### src/rtl/booth_mult_r4_hs.sv
// booth_mult_r4_hs: iterative radix-4 Booth multiplier with valid/ready
// handshakes on both sides. It consumes one Booth digit per cycle and holds
// the product until the consumer accepts it.
//
// Optional feature macro: BOOTH_MULT_EARLY_TERM_EN. When it is defined, the
// block finishes early once the remaining multiplier window is all-0 or all-1.
//
// Parameters:
//   A_WIDTH   multiplicand width (>= 2)
//   B_WIDTH   multiplier width (>= 2, odd values allowed)
//   P_WIDTH   product width, must equal A_WIDTH + B_WIDTH
// Ports:
//   clk        clock, rising edge
//   rst        synchronous active-high reset
//   in_valid   A, B and in_signed are valid
//   in_ready   operands can be accepted (IDLE and not in reset)
//   in_signed  1 = two's-complement operands, 0 = unsigned
//   A, B       multiplicand and multiplier
//   out_valid  P holds a completed product
//   out_ready  consumer accepts P
//   P          product
//   busy       high in CALC or DONE
module booth_mult_r4_hs #(
    parameter int unsigned A_WIDTH = 6,
    parameter int unsigned B_WIDTH = 6,
    parameter int unsigned P_WIDTH = A_WIDTH + B_WIDTH
) (
    input  logic               clk,
    input  logic               rst,
    input  logic               in_valid,
    output logic               in_ready,
    input  logic               in_signed,
    input  logic [A_WIDTH-1:0] A,
    input  logic [B_WIDTH-1:0] B,
    output logic               out_valid,
    input  logic               out_ready,
    output logic [P_WIDTH-1:0] P,
    output logic               busy
);

    localparam int unsigned ITER  = (B_WIDTH + 2) / 2;
    localparam int unsigned BX    = 2 * ITER;
    localparam int unsigned ACC_W = P_WIDTH + 2;
    localparam int unsigned CNT_W = $clog2(ITER) + 1;

    typedef enum logic [1:0] {
        S_IDLE = 2'd0,
        S_CALC = 2'd1,
        S_DONE = 2'd2
    } state_e;

    state_e             state_q, state_d;
    logic [ACC_W-1:0]   acc_q, acc_d;
    logic [ACC_W-1:0]   mcand_q, mcand_d;   // multiplicand pre-scaled by 4^k
    logic [BX:0]        mult_q, mult_d;     // multiplier window, bit 0 is b[2k-1]
    logic [CNT_W-1:0]   k_q, k_d;

    logic [ACC_W-1:0]   a_ext;
    logic [BX:0]        b_ext;
    logic [ACC_W-1:0]   addend;
    logic               win_flat;

    // Operand extension; b[-1] = 0 sits below the multiplier
    assign a_ext = {{(ACC_W-A_WIDTH){in_signed & A[A_WIDTH-1]}}, A};
    assign b_ext = {{(BX-B_WIDTH){in_signed & B[B_WIDTH-1]}}, B, 1'b0};

    // Booth digit recoding of the current triplet
    always_comb begin
        addend = '0;
        case (mult_q[2:0])
            3'b001, 3'b010: addend = mcand_q;
            3'b011:         addend = mcand_q << 1;
            3'b100:         addend = ACC_W'(0) - (mcand_q << 1);
            3'b101, 3'b110: addend = ACC_W'(0) - mcand_q;
            default:        addend = '0;
        endcase
    end

    // The window is shifted arithmetically, so the fill bits replicate
    // b[BX-1] and a flat register means a flat remaining window.
`ifdef BOOTH_MULT_EARLY_TERM_EN
    assign win_flat = (mult_q == '0) || (mult_q == '1);
`else
    assign win_flat = 1'b0;
`endif

    // Next-state and datapath update
    always_comb begin
        state_d = state_q;
        acc_d   = acc_q;
        mcand_d = mcand_q;
        mult_d  = mult_q;
        k_d     = k_q;
        case (state_q)
            S_IDLE: begin
                if (in_valid) begin
                    acc_d   = '0;
                    mcand_d = a_ext;
                    mult_d  = b_ext;
                    k_d     = '0;
                    state_d = S_CALC;
                end
            end
            S_CALC: begin
                if (win_flat) begin
                    state_d = S_DONE;
                end else begin
                    acc_d   = acc_q + addend;
                    mcand_d = mcand_q << 2;
                    mult_d  = {{2{mult_q[BX]}}, mult_q[BX:2]};
                    k_d     = k_q + CNT_W'(1);
                    if (k_q == CNT_W'(ITER - 1)) begin
                        state_d = S_DONE;
                    end
                end
            end
            S_DONE: begin
                if (out_ready) begin
                    state_d = S_IDLE;
                end
            end
            default: state_d = S_IDLE;
        endcase
    end

    // State and datapath registers
    always_ff @(posedge clk) begin
        if (rst) begin
            state_q <= S_IDLE;
            acc_q   <= '0;
            mcand_q <= '0;
            mult_q  <= '0;
            k_q     <= '0;
        end else begin
            state_q <= state_d;
            acc_q   <= acc_d;
            mcand_q <= mcand_d;
            mult_q  <= mult_d;
            k_q     <= k_d;
        end
    end

    assign in_ready  = (state_q == S_IDLE) && !rst;
    assign out_valid = (state_q == S_DONE);
    assign busy      = (state_q != S_IDLE);
    assign P         = acc_q[P_WIDTH-1:0];

endmodule

### config.mk
export PLATFORM = sky130hd
export DESIGN_NAME = booth_mult_r4_hs
export DESIGN_NICKNAME = d
export VERILOG_FILES = /design/src/rtl/booth_mult_r4_hs.sv
export SDC_FILE = /design/constraint.sdc
export NUM_CORES = 1
export LEC_CHECK = 0
export ABC_AREA = 1
export BUFFER_PORTS_ARGS = -buffer_cell sky130_fd_sc_hd__buf_4
export CAP_MARGIN = 15
export CORE_MARGIN = 1.5
export CORE_UTILIZATION = 63
export CTS_CLUSTER_DIAMETER = 150
export DETAILED_ROUTE_END_ITERATION = 10
export PLACE_DENSITY = 0.86
export SYNTH_ARGS = -nofsm -noshare
export SYNTH_HDL_FRONTEND = slang
export SYNTH_SLANG_ARGS = --single-unit
### constraint.sdc
create_clock -name clk -period 7.45 [get_ports clk]
set_input_delay 0.745 -clock clk [delete_from_list [all_inputs] [get_ports clk]]
set_output_delay 0.745 -clock clk [all_outputs]
set_load 0.005 [all_outputs]
==> impl_table.tex <==
\begin{tabular}{lr}
\hline
Metric & Value \\
\hline
\multicolumn{2}{l}{\textbf{Clock tree}} \\
Quantity of gates resized following cts & 0 \\
Clock latency of the later-clocked register in the worst-skew pair & 0.29 ns \\
Number of clock sinks seen by CTS & 38 \\
Hold-fix buffer count after cts & 0 \\
Depth of the CTS H-tree & 2 \\
Clock Tree Buf Depth & 2 \\
Num CTS Buffers & 5 \\
Root buffer selected by CTS & clkbuf\_8 \\
TritonCTS clock tree & built \\
Number of buffers inserted to repair setup after CTS & 0 \\
Clock transition at path regs & 0.08 ns \\
\multicolumn{2}{l}{\textbf{STA}} \\
Setup TNS & 0 ns \\
Final hold violations & 0 \\
Clock period minus worst slack & 3.00 ns \\
Relative slew margins & 0.534 \\
Slew of the pin with the lowest slew margin & 0.697 ns \\
Clk\_skew & 0.00596 ns \\
Highest achievable clock rate & 0.333 GHz \\
Total count of max-transition violations in the final report & 0 \\
Portion of the clock cycle consumed by the worst path in the final layout & 0.403 \\
RSZ-0062 raised after global routing & no \\
Setup violators final & 0 \\
\multicolumn{2}{l}{\textbf{Synth}} \\
Post-synthesis sequential area ratio & 0.293 \\
Top flip-flop cell by instance count after synthesis & dfxtp\_1 \\
Post-synthesis cell type with the largest combined area & dfxtp\_1 \\
Syn Inst Count & 371 \\
Number of enable-type register cells in the synthesized netlist & 0 \\
Number of synthesized register bits & 38 \\
Largest cells by area after synthesis & dfxtp\_1 29\%, nand2\_1 11\%, a21oi\_1 9.4\% \\
Async set or reset register ratio after synthesis & 0 \\
Yosys warns & 0 \\
Fraction of post-synthesis cell area in the top cell type by area & 0.293 \\
Post-synthesis instance area & 2600 sq um \\
Unique cell type count in the Yosys netlist & 41 \\
Per-instance average area after synthesis & 7.00 sq um \\
Synthesized netlist net count & 403 \\
\multicolumn{2}{l}{\textbf{Setup path}} \\
Type of the worst setup path & flop to flop \\
Required @ worst endpoint & 7.68 ns \\
CP arrival & 3.23 ns \\
Setup crit end kind & flop \\
Crit-path max FO & 6 \\
Slack of the worst reg-to-reg path & 4.45 ns \\
Launching element type of the critical path & flop \\
\multicolumn{2}{l}{\textbf{Pwr}} \\
Max VDD drop & 109 uV \\
Power after layout & 580 uW \\
Power Density & 196 nW/um\^{}2 \\
Static leakage power & 0.00132 uW \\
\multicolumn{2}{l}{\textbf{Global route}} \\
Pin count of the biggest net entering global routing & 28 \\
Via count of the first global-routing pass & 2490 \\
Initial antenna violation count & 0 \\
Global-route wire length before repair & 10.7 mm \\
GRT Total Usage & 0.307 \\
Overflow left after global routing & 0 \\
\multicolumn{2}{l}{\textbf{Route}} \\
DRC marker count from the first detailed-route iteration & 198 \\
Final Routed Wirelength & 6.23 mm \\
Average via count per standard cell & 5.86 \\
Average detailed-routed wire length per instance & 13.9 microns \\
Via count & 2626 \\
Remaining DRCs & 0 \\
Count of antenna-violating nets left after detailed routing & 0 \\
First-pass DRT Iterations & 5 \\
\multicolumn{2}{l}{\textbf{Floorplanning}} \\
Initial Util & 0.654 \\
Vertical extent of the die & 67.2 microns \\
Std-Cell Rows & 23 \\
Die area & 4520 sq um \\
Top-level port count & 32 \\
Core Region & 3970 sq um \\
Horizontal extent of the die & 67.2 microns \\
\multicolumn{2}{l}{\textbf{Cells and area}} \\
Most frequent cells in the layout & 75 x nand2\_1, 49 x a21oi\_1, 39 x inv\_1 \\
Syn-to-layout area delta & 14.3\% \\
Net count of the finished layout & 429 \\
Diode insertion count for antenna repair & 0 \\
Leading cell type in the layout, fill and taps excluded & nand2\_1 \\
Post-layout utilization of the core & 0.747 \\
Layout cell share with drive strength beyond 1 & 0.198 \\
\multicolumn{2}{l}{\textbf{Run status}} \\
Run status & finished clean \\
\multicolumn{2}{l}{\textbf{Place}} \\
Final weighted congestion in routability-driven placement & 0.898 \\
PortBufs & 31 \\
DP HPWL & 4.52 mm \\
\multicolumn{2}{l}{\textbf{Flow run}} \\
Max-cap violations & 0 \\
\multicolumn{2}{l}{\textbf{Worst hold path}} \\
Worst hold-check path type & flop to flop \\
\hline
\end{tabular}
## power breakdown
| group | switching [uW] | leakage, uW | internal (uW) |
|---|---|---|---|
| combinational | 88.9 | 0.000941 | 51.3 |
| clock | 77.0 | 0.0000683 | 134 |
| sequential | 13.2 | 0.000311 | 215 |
| total | 179 | 0.00132 | 401 |
## worst paths after layout
check / start / end / depth (start not counted)
worst min-delay path: k_q[2] / k_q[2] / 2
worst min register to register: k_q[2] / k_q[2] / 2
worst max register to register: mcand_q[0] / acc_q[11] / 19
worst max-delay path: mcand_q[0] / acc_q[11] / 19
## worst max-delay path, cell delays in order, from the launching register on
cell,delay (ns)
dfxtp_1,0.33
inv_1,0.15
ha_1,0.27
inv_1,0.09
nor2_4,0.13
nand2_2,0.07
nor2_2,0.09
xor2_1,0.20
nand2_1,0.06
o21ai_0,0.08
a21oi_1,0.06
o21ai_1,0.13
ha_1,0.32
nand2_1,0.12
nor2_1,0.05
a211oi_1,0.23
nand3_1,0.20
nand3_1,0.15
nand3_2,0.09
a21oi_2,0.12
## routing by layer
layer,wire (microns),GRT usage
met2,3120,0.548
met4,191,0.145
met5,0,0
met3,223,0.0433
met1,2700,0.360
## layout make-up
class,count,area [sq um]
Inverter,52,198
Clock buffer,5,68.8
Sequential cell,38,761
Fill cell,327,1000
Tap cell,50,62.6
Multi-Input combinational cell,269,1580
Clock inverter,3,68.8
Timing Repair Buffer,31,233
## sequential cells by signal (all words and copies together) (netlist names)
| signal | cells |
|---|---|
| acc_q | 12 |
| mult_q | 9 |
| k_q | 3 |
| state_q | 2 |
| mcand_q | 12 |
## synthesized netlist by cell type, types with 5 or more instances
cell type / number
a21oi_1: 49
a221oi_1: 5
buf_2: 5
dfxtp_1: 38
ha_1: 14
inv_1: 39
inv_2: 11
nand2_1: 75
nand3_1: 11
nand3_2: 7
nor2_1: 20
nor2_2: 6
o21ai_0: 26
o21ai_1: 6
o221ai_1: 7
xor2_1: 6
## cells by family after synthesis
logic type,synth area share
and+or+nand+nor,0.258
AOI/OAI and AO/OA,0.250
buffers and inverters,0.100
DFF,0.293
adders and majority gates,0.0752
xor gates and xnor gates,0.0236
## metrics by stage
stage / instance area [sq um] / instances / hold slack [ns] / setup WS, ns
2_1_floorplan: 2600 / 371 / 0.432 / 4.97
3_3_place_gp: 2830 / 440 / 0.450 / 4.60
3_5_place_dp: 2830 / 440 / 0.461 / 4.57
4_1_cts: 2970 / 448 / 0.473 / 4.51
5_1_grt: 2970 / 448 / 0.494 / 4.14
6_report: 2970 / 448 / 0.476 / 4.45
No activity file was read; power rests on OpenSTA's default activity.
